<file path="src/rtl/spi_regfile_rw.sv">
// spi_regfile_rw: SPI mode-0 peripheral in front of a NUM_REGS x DATA_W register file.
// Frame: R/W bit, ADDR_W address bits, DATA_W data bits, MSB first, sampled on sclk rise.
// SPI pins are oversampled in the clk domain; nothing is clocked by sclk.
// Optional feature macro: SPI_BURST_EN (multi-word frames with address auto-increment).
module spi_regfile_rw #(
  parameter int unsigned NUM_REGS = 5,
  parameter int unsigned ADDR_W   = 7,
  parameter int unsigned DATA_W   = 8
) (
  input  logic                       clk,
  input  logic                       rst,
  input  logic                       sclk,
  input  logic                       ncs,
  input  logic                       copi,
  output logic                       cipo,
  output logic                       cipo_oe,
  output logic [NUM_REGS*DATA_W-1:0] regs_flat,
  output logic                       wr_pulse,
  output logic [ADDR_W-1:0]          wr_addr,
  output logic                       frame_err
);

  localparam int unsigned FRAME = 1 + ADDR_W + DATA_W;
`ifdef SPI_BURST_EN
  localparam int unsigned CNT_W   = 16;
  // Largest header-plus-whole-words count that fits in 16 bits.
  localparam int unsigned CNT_MAX = 1 + ADDR_W + ((65535 - 1 - ADDR_W) / DATA_W) * DATA_W;
  localparam int unsigned DBIT_W  = (DATA_W > 1) ? $clog2(DATA_W) : 1;
`else
  localparam int unsigned CNT_W   = $clog2(FRAME + 2);
  localparam int unsigned CNT_MAX = FRAME + 1;
`endif

  typedef enum logic [1:0] {StIdle, StCmd, StAddr, StData} state_e;

  state_e              state_q;
  logic [2:0]          sclk_sr;   // [1:0] synchroniser, [2] edge-detect stage
  logic [2:0]          ncs_sr;
  logic [1:0]          copi_sr;
  logic                sclk_rise, sclk_fall, ncs_rise, ncs_fall, copi_s, active;
  logic [CNT_W-1:0]    count_q, count_nx;
  logic                rw_q, rw_nx;
  logic [ADDR_W-1:0]   addr_q, addr_nx;
  logic [DATA_W-1:0]   data_q, data_nx, tx_q, rd_word;
  logic                cipo_q, load_q, bit_ok, addr_ok;
  logic [DATA_W-1:0]   regs_q [NUM_REGS];
`ifdef SPI_BURST_EN
  logic [DBIT_W-1:0]   dbit_q, dbit_nx;
  logic                word_done, bad_q;
`endif

  // Synchronise the SPI pins into clk and keep one extra stage for edge detection.
  always_ff @(posedge clk or posedge rst) begin
    if (rst) begin
      sclk_sr <= 3'b000;
      ncs_sr  <= 3'b111;
      copi_sr <= 2'b00;
    end else begin
      sclk_sr <= {sclk_sr[1:0], sclk};
      ncs_sr  <= {ncs_sr[1:0], ncs};
      copi_sr <= {copi_sr[0], copi};
    end
  end

  assign sclk_rise = sclk_sr[1] & ~sclk_sr[2];
  assign sclk_fall = ~sclk_sr[1] & sclk_sr[2];
  assign ncs_rise  = ncs_sr[1] & ~ncs_sr[2];
  assign ncs_fall  = ~ncs_sr[1] & ncs_sr[2];
  assign copi_s    = copi_sr[1];
  // Uses the delayed ncs so a bit arriving with the ncs rise is still sampled.
  assign active    = ~ncs_sr[2] && (state_q != StIdle);
  assign addr_ok   = 32'(addr_q) < NUM_REGS;
  assign cipo_oe   = ~ncs_sr[1];
  assign cipo      = cipo_q & cipo_oe;

  // Readback mux; out-of-range addresses read as zero.
  always_comb begin
    rd_word = '0;
    for (int i = 0; i < int'(NUM_REGS); i++) begin
      if (addr_q == ADDR_W'(i)) rd_word = regs_q[i];
    end
  end

  // Next-state of the frame shifters for the current sclk rise (if any).
  always_comb begin
    count_nx = count_q;
    rw_nx    = rw_q;
    addr_nx  = addr_q;
    data_nx  = data_q;
    bit_ok   = 1'b0;
`ifdef SPI_BURST_EN
    dbit_nx   = dbit_q;
    word_done = 1'b0;
`endif
    if (active && sclk_rise && (count_q != CNT_W'(CNT_MAX))) begin
      bit_ok   = 1'b1;
      count_nx = count_q + CNT_W'(1);
      if (count_q == '0) begin
        rw_nx = copi_s;
      end else if (count_q <= CNT_W'(ADDR_W)) begin
        addr_nx = ADDR_W'({addr_q, copi_s});
      end else begin
        data_nx = DATA_W'({data_q, copi_s});
`ifdef SPI_BURST_EN
        if (dbit_q == DBIT_W'(DATA_W - 1)) begin
          dbit_nx   = '0;
          word_done = 1'b1;
          addr_nx   = (32'(addr_q) == NUM_REGS - 1) ? '0 : addr_q + ADDR_W'(1);
        end else begin
          dbit_nx = dbit_q + DBIT_W'(1);
        end
`endif
      end
    end
  end

  // Frame FSM, register file, commit/error strobes and cipo shifter.
  always_ff @(posedge clk or posedge rst) begin
    if (rst) begin
      state_q   <= StIdle;
      count_q   <= '0;
      rw_q      <= 1'b0;
      addr_q    <= '0;
      data_q    <= '0;
      tx_q      <= '0;
      cipo_q    <= 1'b0;
      load_q    <= 1'b0;
      regs_q    <= '{default: '0};
      wr_pulse  <= 1'b0;
      wr_addr   <= '0;
      frame_err <= 1'b0;
`ifdef SPI_BURST_EN
      dbit_q    <= '0;
      bad_q     <= 1'b0;
`endif
    end else begin
      wr_pulse  <= 1'b0;
      frame_err <= 1'b0;
      load_q    <= 1'b0;
      if (ncs_fall) begin
        state_q <= StCmd;
        count_q <= '0;
        rw_q    <= 1'b0;
        addr_q  <= '0;
        data_q  <= '0;
        tx_q    <= '0;
        cipo_q  <= 1'b0;
`ifdef SPI_BURST_EN
        dbit_q  <= '0;
        bad_q   <= 1'b0;
`endif
      end else if (active) begin
        count_q <= count_nx;
        rw_q    <= rw_nx;
        addr_q  <= addr_nx;
        data_q  <= data_nx;
        if (bit_ok) begin
          if (count_q == '0) begin
            state_q <= StAddr;
          end else if (count_q == CNT_W'(ADDR_W)) begin
            state_q <= StData;
            load_q  <= ~rw_q;
          end
        end
`ifdef SPI_BURST_EN
        dbit_q <= dbit_nx;
        if (word_done) begin
          if (!rw_q) begin
            load_q <= 1'b1;
          end else if (addr_ok) begin
            for (int i = 0; i < int'(NUM_REGS); i++) begin
              if (addr_q == ADDR_W'(i)) regs_q[i] <= data_nx;
            end
            wr_pulse <= 1'b1;
            wr_addr  <= addr_q;
          end else begin
            bad_q <= 1'b1;
          end
        end
`endif
        // Load lands well before the next sclk fall, so the two never collide.
        if (load_q) begin
          tx_q <= rd_word;
        end else if (sclk_fall) begin
          cipo_q <= tx_q[DATA_W-1];
          tx_q   <= tx_q << 1;
        end
        if (ncs_rise) begin
          state_q <= StIdle;
`ifdef SPI_BURST_EN
          if ((count_nx < CNT_W'(FRAME)) || (dbit_nx != '0) || bad_q ||
              (word_done && rw_nx && !addr_ok)) begin
            frame_err <= 1'b1;
          end
`else
          if (rw_nx) begin
            if ((count_nx == CNT_W'(FRAME)) && addr_ok) begin
              for (int i = 0; i < int'(NUM_REGS); i++) begin
                if (addr_q == ADDR_W'(i)) regs_q[i] <= data_nx;
              end
              wr_pulse <= 1'b1;
              wr_addr  <= addr_q;
            end else begin
              frame_err <= 1'b1;
            end
          end else if (count_nx != CNT_W'(FRAME)) begin
            frame_err <= 1'b1;
          end
`endif
        end
      end
    end
  end

  for (genvar g = 0; g < int'(NUM_REGS); g++) begin : g_flat
    assign regs_flat[g*DATA_W +: DATA_W] = regs_q[g];
  end

endmodule

</file>
<file path="config.mk">
export PLATFORM = sky130hd
export DESIGN_NAME = spi_regfile_rw
export DESIGN_NICKNAME = d
export VERILOG_FILES = /design/src/rtl/spi_regfile_rw.sv
export SDC_FILE = /design/constraint.sdc
export NUM_CORES = 1
export LEC_CHECK = 0
export BUFFER_PORTS_ARGS = -buffer_cell sky130_fd_sc_hd__buf_2
export CAP_MARGIN = 20
export CORE_UTILIZATION = 47
export DETAILED_ROUTE_END_ITERATION = 8
export GPL_TIMING_DRIVEN = 0
export PLACE_DENSITY = 0.67
export SKIP_CTS_REPAIR_TIMING = 1
export SLEW_MARGIN = 25
export SYNTH_ARGS = -nofsm -noshare
export SYNTH_HDL_FRONTEND = slang
export SYNTH_SLANG_ARGS = --single-unit
export TNS_END_PERCENT = 20
</file>
<file path="constraint.sdc">
create_clock -name clk -period 4.53 [get_ports clk]
set_input_delay 0.6795 -clock clk [delete_from_list [all_inputs] [get_ports clk]]
set_output_delay 0.6795 -clock clk [all_outputs]
set_load 0.05 [all_outputs]
</file>
Word-level counts from Yosys, hierarchy flattened:

Cells that the tools add are included.

* equality and inequality tests: 10
* bitwise operators: 11
* reductions and logical operators: 24
* add/sub/neg operators: 1
* order comparisons: 2
* multiplexer cells: 53

Operator list (number)
* 8-bit two-way mux: 14
* 7-bit two-way mux: 5
* 6-bit AND reduction: 5
* 1-bit two-way mux: 25
* 5-bit two-way mux: 3
* 7-bit by 2-bit == test with 1-bit output, second input constant: 2
* 2-bit two-way mux: 6
* 5-bit inequality test, second input constant: 2
* 2-bit nonzero test: 5
* 7-bit by 1-bit == test with 1-bit output, second input constant: 1
* 7-bit by 3-bit == test with 1-bit output, second input constant: 1
* 7-bit zero test: 1
* 7-bit by 3-bit < comparator with 1-bit output, second input constant: 1
* 1-bit NOT: 6
* 3-bit AND reduction: 2
* 3-bit nonzero test: 2
* 5-bit by 1-bit adder with 5-bit output, second input constant: 1
* 1-bit AND: 5
* 5-bit by 3-bit == test with 1-bit output, second input constant: 1
* 5-bit == test, second input constant: 1
* 5-bit by 3-bit less-or-equal comparator with 1-bit output, second input constant: 1
* 5-bit zero test: 1
* 5-bit AND reduction: 1
* 1-bit logical AND: 4
* other kinds (4): 5

* logic and storage cells: 120
* output and inout port bits: 51
* bits of input ports: 5
* register bits: 90

Logic depth before layout (Yosys ltp):

Gate-level depths: netlist of the first run.

* word-level depth: 12
* mapped depth: 8
* mapped depth without buffers: 7

Worst setup path after synthesis of the first run:

Ideal clock, no wire load.

* path type: reg-to-reg
* start point: register count_q[0]
* end point: register regs_q, in the netlist regs_flat[24]
* arrival: 2.555 ns
* setup slack: 1.850 ns
* period minus slack after synthesis: 2.680 ns
* path buffers: 0
* data required time: 4.405 ns
* setup time: 0.125 ns
* cell stages (with the launch flop): 8
* cell sequence: dfrtp_1 inv_1 ha_1 nor4b_1 nand3_1 mux2i_4 nor4b_4 mux2_4

* cells in the longest elaborated chain, start to end: 6
* elaborated cells between the ends (all ways): 14
* classes of those cells: 1 x add/sub; 1 x order compare; 2 x eq/ne; 6 x mux; 4 x reduce/logical

Ends and longest elaborated chain
* start: declaration: line 41 `logic [CNT_W-1:0] count_q, count_nx;`
* start signal: assignment: line 153 `count_q <= count_nx;`
* branches (longest 6 deep; another with 5-bit by 1-bit adder with 5-bit output)
* end signal: indexed assignment: line 199 `if (addr_q == ADDR_W'(i)) regs_q[i] <= data_nx;`
* end: declaration: line 46 `logic [DATA_W-1:0] regs_q [NUM_REGS];`

Several ways; the timed one is not identified.
A chain may end at the register's enable or synchronous reset.

Final worst setup path of the first run:

* start point: register count_q[0]
* end point: register regs_q, in the netlist regs_flat[18]

Same word-level chain as after synthesis.

==> flow_metrics.env, run 1 <==
export IMPL_combinationalPowerShare_pct=11.5
export IMPL_tritoncts_num_buffers=9
export IMPL_peakVddDrop_uv=144
export IMPL_post_route_cells_drive_above_1_share_pct=37.0
export IMPL_post_place_worst_slack_ps=1190
export IMPL_die_width_um=99.9
export IMPL_grt_first_pass_wirelength_mm=16.0
export IMPL_worst_pin_slew_ps=1090
export IMPL_power_frac_seq_pct=53.1
export IMPL_cts_num_sinks=90
export IMPL_finalNetCount=424
export IMPL_placed_cells=532
export IMPL_dp_final_hpwl_mm=6.74
export IMPL_route_detailed_wl_per_inst_um=17.6
export IMPL_mappedNetlistArea_sq_um=4510
export IMPL_routed_wire_length_mm=9.64
export IMPL_timing_critical_path_from_type="register"
export IMPL_cts_clk_slew_worst_paths_ps=100
export IMPL_top_level_ports=56
export IMPL_min_path_type="in2async"
export IMPL_switching_share_pct=27.9
export IMPL_reg2reg_launch_point="count_q[0]$_DFFE_PP0P_"
export IMPL_relative_contribution_of_the_clock_network_to_total_power_pct=35.5
export IMPL_insertedDiodeCount=0
export IMPL_critPathKind="reg2reg"
export IMPL_relSlewSlack_pct=26.6
export IMPL_grt_setup_unrepaired="no"
export IMPL_cts_buffer_depth=2
export IMPL_cts_tree="built"
export IMPL_crit_path_buffers_inverters=1
export IMPL_routed_via_count=2963
export IMPL_grt_total_usage_pct=21.0
export IMPL_drv_slew=0
export IMPL_drc_errors=0
export IMPL_worst_endpoint_arrival_ps=3650
export IMPL_filler_cell_count=814
export IMPL_yosysWarningCount=0
export IMPL_critPathRequiredTime_ps=4770
export IMPL_area_taken_by_flip_flops_and_latches_sq_um=2260
export IMPL_synthArstFlopShare_pct=100
export IMPL_share_of_synthesized_area_occupied_by_flip_flops_and_latches_pct=50.1
export IMPL_worst_path_dominant_cell_family="simple AND/OR/NAND/NOR gates"
export IMPL_tns_ps=0
export IMPL_netlist_instances=347
export IMPL_p_sw_mw=0.446
export IMPL_post_route_min_period_ps=3400
export IMPL_first_pass_iters=4
export IMPL_finalWeightedCongestion=0.792
export IMPL_slowest_stage="sky130_fd_sc_hd__nor4_4"
export IMPL_skew_ps=12.4
export IMPL_finalInstanceArea_sq_um=5180
export IMPL_core_area_sq_um=9280
export IMPL_report_power_total_mw=1.60
export IMPL_finalNonFillerCells=548
export IMPL_synth_seq_cells=90
export IMPL_combined_area_of_the_multi_input_logic_cells_sq_um=2090
export IMPL_max_freq_mhz=294
export IMPL_grt_pass1_vias=2938
export IMPL_final_core_util_pct=55.8
export IMPL_detailed_router_s_first_iteration_violation_count=105
export IMPL_cts_root_buf="sky130_fd_sc_hd__clkbuf_8"
export IMPL_floorplan_die_area_sq_um=9980
export IMPL_grt_remaining_overflow=0
export IMPL_via_per_inst=5.41
export IMPL_yosys_most_used_dff="sky130_fd_sc_hd__dfrtp_1"
export IMPL_h_tree_depth=3
export IMPL_report_final_setup_viol=0
export IMPL_rows=35
export IMPL_ratio_of_final_minimum_period_to_clock_period_pct=75.1
export IMPL_cellInternalPower_mw=1.15
export IMPL_grt_antenna_before_repair=0
export IMPL_synthesis_nets=357
export IMPL_layout_commonest_cell="sky130_fd_sc_hd__dfrtp_1"
export IMPL_areaGrowthSynthToFinish_pct=14.9
export IMPL_endpoint_kind="register"
export IMPL_placed_cell_areas_sq_um=4970
export IMPL_status="finished clean"
export IMPL_yosysUniqueCellTypes=60
export IMPL_insertion_delay_ps=360
export IMPL_io_buffer_count=55
export IMPL_power_per_cell_area_nw_per_um2=308
export IMPL_syn_mean_instance_area_sq_um=13.0
export IMPL_antenna_violating_nets_post_route=0
export IMPL_setup_slack_ps=1130
export IMPL_max_stage_delay_ps=930
export IMPL_grt_max_degree=62
export IMPL_overall_die_height_um=99.9
export IMPL_cap_violations=0
export IMPL_synth_enable_flop_cells=0
export IMPL_initial_utilization_pct=48.5
export IMPL_hold_slack_ps=275
export IMPL_path_cells="inv_1 -> ha_1 -> nor4b_1 -> nand3_1 -> mux2i_4 -> nor4_4 -> mux2_4"
export IMPL_worstPathMaxFanout=8
export IMPL_final_cell_mix="sky130_fd_sc_hd__dfrtp_1 (87), sky130_fd_sc_hd__buf_2 (59), sky130_fd_sc_hd__mux2_4 (43)"
export IMPL_total_leakage_power_nw=2.41
export IMPL_hold_viol_final=0
export IMPL_crit_start="count_q[0]$_DFFE_PP0P_"
layer usage:
metal,GRT usage (%),part of all wire [%],vias up
met5,0,0,-
met4,6.79,1.3,0
met3,2.65,4.1,11
met2,32.5,47,75
met1,30.9,48,1502
li1,-,-,1375
cell usage after synthesis (all sizes together) (2+ instances only):
cell     instances  area (sq um)
ha               5          62.6
inv             20          75.1
xnor2            3          45.1
nor2b            5          31.3
a21oi            3          15.0
mux2i           17           183
a2111oi          3          70.1
and3             2          12.5
a21boi           2          15.0
buf              7          50.1
nand2           13          48.8
nor3             3          20.0
mux4             2          45.0
nor2            31           119
mux2            51           736
clkbuf           9          33.8
o22ai            2          18.8
nand3            4          20.0
dfrtp           87          2180
nand2b           2          12.5
nor4             9           131
o21ai           15          75.1
or4              3          26.3
nor4b            2          32.5
a221oi           6          52.6
a31o             2          17.5
and2            12          75.1
o32ai            6          52.6
dfstp            3          78.8
o311a            2          20.0
logic make-up (layout without fill, tap and decap cells):
logic type	count (synthesis)	count (layout)	share of synthesized area, %
AOI/OAI and AO/OA	51	51	9.75
xor gates and xnor gates	4	4	1.19
adders and majority gates	5	5	1.39
buffers and inverters	36	108	3.53
DFF	90	90	50.1
muxes	70	70	21.4
and+or+nand+nor	91	91	12.7
registers in the layout, summed over array words and instances, names as in the netlist, 2 cells and up:
signal     cells
addr_q         7
regs_flat     40
ncs_sr         3
state_q        2
sclk_sr        3
tx_q           8
count_q        5
data_q         8
copi_sr        2
wr_addr        7
power groups by stage:
stage	Sequential (mW)	Clock [mW]	Combinational, mW
3_3_place_gp	0.861	0	0.179
3_5_place_dp	0.862	0	0.184
4_1_cts	0.846	0.573	0.185
2_1_floorplan	0.859	0	0.143
5_1_grt	0.850	0.614	0.204
6_report	0.847	0.566	0.183
cell type report:
| type | instances | area share [%] |
|---|---|---|
| inverter | 20 | 1.55 |
| sequential | 90 | 43.6 |
| clock inverter | 6 | 1.45 |
| multi-input combinational | 221 | 40.4 |
| clock buffer | 10 | 2.46 |
| tap | 129 | 3.12 |
| buffer | 16 | 1.62 |
| timing repair buffer | 56 | 5.85 |
path summary, 6_finish.rpt:
kind,slack (ps),depth (start not counted),to
setup / recovery,1130,7,regs_flat[18]$_DFFE_PP0P_
hold / removal,280,2,regs_flat[17]$_DFFE_PP0P_
setup reg to reg,1130,7,regs_flat[18]$_DFFE_PP0P_
hold reg to reg,360,0,copi_sr[1]$_DFF_PP0_
max in group asynchronous,3660,3,addr_q[6]$_DFFE_PP0P_
min in group clk,360,0,copi_sr[1]$_DFF_PP0_
No activity file was read; power rests on OpenSTA's default activity.
==> run 2, diff against run 1 <==
--- a/config.mk
+++ b/config.mk
@@ -10,7 +10,7 @@
 export CORE_UTILIZATION = 47
 export DETAILED_ROUTE_END_ITERATION = 8
 export GPL_TIMING_DRIVEN = 0
-export PLACE_DENSITY = 0.67
+export PLACE_DENSITY = 0.69
 export SKIP_CTS_REPAIR_TIMING = 1
 export SLEW_MARGIN = 25
 export SYNTH_ARGS = -nofsm -noshare
==> constraint.sdc (replaced) <==
create_clock -name clk -period 2.8 [get_ports clk]
set_input_delay 0.42 -clock clk [delete_from_list [all_inputs] [get_ports clk]]
set_output_delay 0.42 -clock clk [all_outputs]
set_load 0.05 [all_outputs]
==> run 2 against run 1 <==
  * Die area unchanged
  * Clock skew increased by 5.6 ps
  * Fmax increased by 30%
  * Setup slack got worse by 940 ps
  * Non-clock buffer count increased by 8
  * Via count about the same
  * Power increased by 63%
  * First-iteration DRC count increased by 30%
  * Cell area increased by 2.7%
  * Wire length increased by 0.21%
  * Largest cell class unchanged
  * Critical path depth increased by 1
  * Flip-flop and latch count unchanged
==> flow_metrics.env, run 2 (same netlist as run 1, synthesis figures left out) <==
export IMPL_finalNetCount=432
export IMPL_cts_tree="built"
export IMPL_overall_die_height_um=99.9
export IMPL_cts_buffer_depth=2
export IMPL_crit_start="count_q[1]$_DFFE_PP0P_"
export IMPL_largest_register_ff_count=40
export IMPL_ratio_of_final_minimum_period_to_clock_period_pct=93.2
export IMPL_grt_setup_unrepaired="no"
export IMPL_route_detailed_wl_per_inst_um=17.4
export IMPL_floorplan_die_area_sq_um=9980
export IMPL_total_leakage_power_nw=2.48
export IMPL_grt_remaining_overflow=0
export IMPL_grt_antenna_before_repair=0
export IMPL_detailed_router_s_first_iteration_violation_count=136
export IMPL_post_place_worst_slack_ps=-528
export IMPL_peakVddDrop_uv=277
export IMPL_crit_reg2reg_capture="wr_addr[1]$_DFFE_PP0P_"
export IMPL_die_width_um=99.9
export IMPL_io_buffer_count=55
export IMPL_max_freq_mhz=383
export IMPL_post_route_min_period_ps=2610
export IMPL_worstPathMaxFanout=8
export IMPL_min_path_type="in2reg"
export IMPL_routed_via_count=2961
export IMPL_insertion_delay_ps=370
export IMPL_timing_critical_path_from_type="register"
export IMPL_rows=35
export IMPL_grt_max_degree=68
export IMPL_via_per_inst=5.33
export IMPL_top_level_ports=56
export IMPL_placed_cells=532
export IMPL_finalNonFillerCells=556
export IMPL_tritoncts_num_buffers=9
export IMPL_first_pass_iters=7
export IMPL_finalWeightedCongestion=0.829
export IMPL_hold_viol_final=0
export IMPL_cts_clk_slew_worst_paths_ps=90
export IMPL_dp_final_hpwl_mm=6.68
export IMPL_final_cell_mix="sky130_fd_sc_hd__dfrtp_1 (86), sky130_fd_sc_hd__buf_2 (59), sky130_fd_sc_hd__mux2_4 (43)"
export IMPL_antenna_violating_nets_post_route=0
export IMPL_status="finished clean"
export IMPL_grt_total_usage_pct=20.9
export IMPL_drc_errors=0
export IMPL_critPathKind="reg2reg"
export IMPL_cp_endpoint="wr_addr[1]$_DFFE_PP0P_"
export IMPL_layout_commonest_cell="sky130_fd_sc_hd__dfrtp_1"
export IMPL_cts_root_buf="sky130_fd_sc_hd__clkbuf_8"
export IMPL_minimum_setup_slack_among_reg_to_reg_paths_ps=190
export IMPL_cts_num_sinks=90
export IMPL_reg2reg_launch_point="count_q[1]$_DFFE_PP0P_"
export IMPL_power_per_cell_area_nw_per_um2=490
export IMPL_drv_slew=0
export IMPL_grt_first_pass_wirelength_mm=15.6
export IMPL_r2r_cells=8
export IMPL_endpoint_kind="register"
export IMPL_initial_utilization_pct=48.5
export IMPL_worst_endpoint_arrival_ps=2850
export IMPL_cap_violations=0
export IMPL_post_route_cells_drive_above_1_share_pct=38.4
export IMPL_report_power_total_mw=2.60
export IMPL_core_area_sq_um=9280
export IMPL_worst_pin_slew_ps=897
export IMPL_h_tree_depth=3
export IMPL_report_final_setup_viol=0
export IMPL_areaGrowthSynthToFinish_pct=18.0
export IMPL_hold_path_startpoint="ncs"
export IMPL_skew_ps=18.0
export IMPL_critPathRequiredTime_ps=3040
export IMPL_met2RoutedLength_mm=4.54
export IMPL_routed_wire_length_mm=9.66
export IMPL_setup_slack_ps=189
export IMPL_wl_met1_mm=4.65
export IMPL_relSlewSlack_pct=40.1
export IMPL_wl_met3_um=328
export IMPL_dr_max_layer_used="met4"
export IMPL_insertedDiodeCount=0
export IMPL_grt_pass1_vias=2896
==> run 2: cell types whose count changed in the layout (fill, tap and decap cells not counted), moves of 2 or more <==
| cell | delta |
|---|---|
| sky130_fd_sc_hd__buf_4 | +2 |
| sky130_fd_sc_hd__inv_6 | +2 |
| sky130_fd_sc_hd__clkinv_4 | -2 |
| sky130_fd_sc_hd__buf_12 | +5 |
==> run 2: power by group <==
group	internal [mW]	leakage (nW)	switching (mW)
combinational	0.129	1.15	0.200
clock	0.423	0.0939	0.481
sequential	1.33	1.23	0.0399
total	1.88	2.48	0.721
==> run 2: metal layers <==
| layer | GRT usage (%) | up-vias |
|---|---|---|
| met1 | 31.1 | 1492 |
| met2 | 31.2 | 62 |
| met3 | 2.72 | 11 |
| met5 | 0 | - |
| li1 | - | 1396 |
| met4 | 7.69 | 0 |
==> run 2: worst min-delay path by stage <==
| stage | end | cells past startpoint |
|---|---|---|
| 5_1_grt | ncs_sr[0]$_DFF_PP1_ | 1 |
| 6_report | ncs_sr[0]$_DFF_PP1_ | 1 |
| 2_1_floorplan | copi_sr[1]$_DFF_PP0_ | 0 |
| 4_1_cts | regs_flat[1]$_DFFE_PP0P_ | 2 |
| 3_3_place_gp | sclk_sr[1]$_DFF_PP0_ | 0 |
| 3_5_place_dp | sclk_sr[1]$_DFF_PP0_ | 0 |
==> run 2: stage by stage <==
step	area, sq um	setup TNS (ps)	hold slack [ps]	util (%)
final	5320	0	154	57.3
after global routing	5320	0	133	57.3
after CTS	5170	-18990	-10.8	55.7
after detailed placement	4970	-17860	338	53.6
after global placement	4940	-106660	336	53.2
after floorplan	4510	0	331	-
==> run 2: worst max-delay path, cell delays in order (launching register included) <==
cell and delay [ps]:
sky130_fd_sc_hd__dfrtp_1 420, sky130_fd_sc_hd__inv_1 110, sky130_fd_sc_hd__ha_1 220, sky130_fd_sc_hd__and4bb_1 260, sky130_fd_sc_hd__nor4_1 300, sky130_fd_sc_hd__o22ai_2 140
sky130_fd_sc_hd__or4_1 530, sky130_fd_sc_hd__buf_2 200, sky130_fd_sc_hd__mux2_4 310
==> run 2: area by class of cell <==
type,instances,area [sq um]
Fill cell,774,3970
Sequential cell,90,2260
Multi-Input combinational cell,221,2110
Timing Repair Buffer,64,428
Tap cell,129,161
Clock buffer,10,128
Buffer,16,83.8
Inverter,20,80.1
Clock inverter,6,71.3
==> run 3, diff against run 2 <==
--- a/config.mk
+++ b/config.mk
@@ -5,12 +5,11 @@
 export SDC_FILE = /design/constraint.sdc
 export NUM_CORES = 1
 export LEC_CHECK = 0
-export BUFFER_PORTS_ARGS = -buffer_cell sky130_fd_sc_hd__buf_2
 export CAP_MARGIN = 20
 export CORE_UTILIZATION = 47
 export DETAILED_ROUTE_END_ITERATION = 8
+export DONT_BUFFER_PORTS = 1
 export GPL_TIMING_DRIVEN = 0
-export PLACE_DENSITY = 0.69
 export SKIP_CTS_REPAIR_TIMING = 1
 export SLEW_MARGIN = 25
 export SYNTH_ARGS = -nofsm -noshare
==> constraint.sdc (replaced) <==
create_clock -name clk -period 2.8 [get_ports clk]
set_input_delay 0.42 -clock clk [delete_from_list [all_inputs] [get_ports clk]]
set_output_delay 0.42 -clock clk [all_outputs]
set_load 0.005 [all_outputs]
==> run 3 against run 2 <==
  * Flip-flop and latch count stayed put
  * Cell count is 9.7% lower
  * Setup slack worse by 200 ps
  * First-iteration DRC count is 2.2% lower
  * Die area stayed put
  * Critical path type unchanged
  * Fmax is 7.2% lower
  * Combinational power is 10% lower
  * Clock skew is 4.7 ps lower
  * Via count is 6.1% lower
  * The run now ends with setup timing left
  * Register-to-register slack worse by 200 ps
  * Sequential power hardly changed
  * Largest power group unchanged
  * Critical endpoint is now wr_addr[2]$_DFFE_PP0P_
==> flow_metrics.env, run 3 (same netlist as run 1, synthesis figures left out) <==
export IMPL_top_level_ports=56
export IMPL_grt_max_degree=47
export IMPL_p_sw_mw=0.697
export IMPL_area_taken_by_flip_flops_and_latches_sq_um=2260
export IMPL_timing_critical_path_from_type="register"
export IMPL_failed_checks="setup timing"
export IMPL_finalWeightedCongestion=0.790
export IMPL_post_route_cells_drive_above_1_share_pct=29.5
export IMPL_floorplan_die_area_sq_um=9980
export IMPL_cts_clk_slew_worst_paths_ps=80
export IMPL_ratio_of_final_minimum_period_to_clock_period_pct=100
export IMPL_critPathRequiredTime_ps=3040
export IMPL_path_cells="inv_1 -> ha_1 -> nand2b_1 -> nor4_1 -> o22ai_2 -> or4_1 -> buf_2 -> mux2_4"
export IMPL_endpoint_kind="register"
export IMPL_combined_area_of_the_multi_input_logic_cells_sq_um=2100
export IMPL_first_pass_iters=6
export IMPL_drc_errors=0
export IMPL_cts_tree="built"
export IMPL_cts_num_sinks=90
export IMPL_cap_violations=0
export IMPL_switching_share_pct=27.1
export IMPL_status="complete, but fails checks"
export IMPL_hold_slack_ps=49.5
export IMPL_routed_via_count=2781
export IMPL_initial_utilization_pct=48.5
export IMPL_grt_total_usage_pct=20.8
export IMPL_io_buffer_count=0
export IMPL_max_freq_mhz=356
export IMPL_insertion_delay_ps=360
export IMPL_worstPathMaxFanout=8
export IMPL_filler_cell_count=831
export IMPL_detailed_router_s_first_iteration_violation_count=133
export IMPL_total_leakage_power_nw=2.17
export IMPL_routed_wire_length_mm=9.71
export IMPL_via_per_inst=5.54
export IMPL_cts_root_buf="sky130_fd_sc_hd__clkbuf_8"
export IMPL_final_cell_mix="sky130_fd_sc_hd__dfrtp_1 (87), sky130_fd_sc_hd__mux2_4 (43), sky130_fd_sc_hd__nor2_1 (30)"
export IMPL_worst_endpoint_arrival_ps=3060
export IMPL_post_place_worst_slack_ps=-566
export IMPL_peakVddDrop_uv=263
export IMPL_skew_ps=13.3
export IMPL_areaGrowthSynthToFinish_pct=11.0
export IMPL_tritoncts_num_buffers=9
export IMPL_finalNetCount=379
export IMPL_grt_first_pass_wirelength_mm=15.4
export IMPL_core_area_sq_um=9280
export IMPL_relative_contribution_of_the_clock_network_to_total_power_pct=35.3
export IMPL_grt_pass1_vias=2772
export IMPL_rows=35
export IMPL_max_stage_delay_ps=590
export IMPL_relSlewSlack_pct=37.6
export IMPL_report_final_setup_viol=1
export IMPL_setup_slack_ps=-12.7
export IMPL_antenna_violating_nets_post_route=0
export IMPL_cts_buffer_depth=2
export IMPL_layout_commonest_cell="sky130_fd_sc_hd__dfrtp_1"
export IMPL_drv_slew=0
export IMPL_minimum_setup_slack_among_reg_to_reg_paths_ps=-10
export IMPL_hold_viol_final=0
export IMPL_dp_final_hpwl_mm=6.46
export IMPL_grt_remaining_overflow=0
export IMPL_post_route_min_period_ps=2810
export IMPL_h_tree_depth=3
export IMPL_cellInternalPower_mw=1.87
export IMPL_power_per_cell_area_nw_per_um2=514
export IMPL_route_detailed_wl_per_inst_um=19.3
export IMPL_largest_register_ff_count=40
export IMPL_overall_die_height_um=99.9
export IMPL_worst_pin_slew_ps=935
export IMPL_grt_antenna_before_repair=0
export IMPL_combinationalPowerShare_pct=11.5
export IMPL_slowest_stage="sky130_fd_sc_hd__or4_1"
export IMPL_insertedDiodeCount=0
export IMPL_power_frac_seq_pct=53.2
export IMPL_critPathKind="reg2reg"
export IMPL_die_width_um=99.9
export IMPL_report_power_total_mw=2.57
export IMPL_grt_setup_unrepaired="yes"
export IMPL_min_path_type="in2reg"
-- run 3: area by class of cell --
type | count | share of cell area, %
Clock buffer | 10 | 2.75
Timing Repair Buffer | 11 | 2.43
Tap cell | 129 | 3.23
Clock inverter | 5 | 1.25
Sequential cell | 90 | 45.1
Multi-Input combinational cell | 221 | 41.9
Inverter | 20 | 1.60
Buffer | 16 | 1.68
-- run 3: worst max-delay path, delay by kind of cell (launching register included) --
family          cells  cell delay (ps)
mux                 1              300
buf+inv             2              300
simple gates        3              970
fa+ha+maj           1              320
flops               1              510
compound gates      1              280
-- run 3: path summary, 6_finish.rpt --
path,from,end,cells after the start
worst max register to register,count_q[0]$_DFFE_PP0P_,wr_addr[2]$_DFFE_PP0P_,8
worst min-delay path,ncs,ncs_sr[0]$_DFF_PP1_,0
min in group asynchronous,rst,state_q[1]$_DFFE_PP0P_,2
worst min register to register,sclk_sr[0]$_DFF_PP0_,sclk_sr[1]$_DFF_PP0_,0
max in group asynchronous,rst,addr_q[6]$_DFFE_PP0P_,3
worst max-delay path,count_q[0]$_DFFE_PP0P_,wr_addr[2]$_DFFE_PP0P_,8
-- run 3: per-layer routing --
| layer | track usage [%] | part of all wire, % |
|---|---|---|
| met2 | 30.5 | 45 |
| met1 | 30.6 | 49 |
| met4 | 6.45 | 1.3 |
| met5 | 0 | 0 |
| met3 | 4.94 | 4.9 |
-- run 3: power by group through the flow --
stage | combinational, mW | sequential [mW] | clock [mW]
5_1_grt | 0.322 | 1.37 | 0.983
3_3_place_gp | 0.280 | 1.39 | 0
4_1_cts | 0.292 | 1.37 | 0.927
2_1_floorplan | 0.229 | 1.39 | 0
3_5_place_dp | 0.291 | 1.39 | 0
6_report | 0.295 | 1.37 | 0.908
-- run 3: through the flow --
stage | util, % | area [sq um] | TNS, ps | instances
2_1_floorplan | - | 4510 | 0 | 347
3_3_place_gp | 50.3 | 4670 | -99450 | 476
3_5_place_dp | 50.6 | 4700 | -20330 | 477
4_1_cts | 52.8 | 4900 | -21600 | 492
5_1_grt | 53.9 | 5000 | -610 | 502
6_report | 53.9 | 5000 | -12.7 | 502
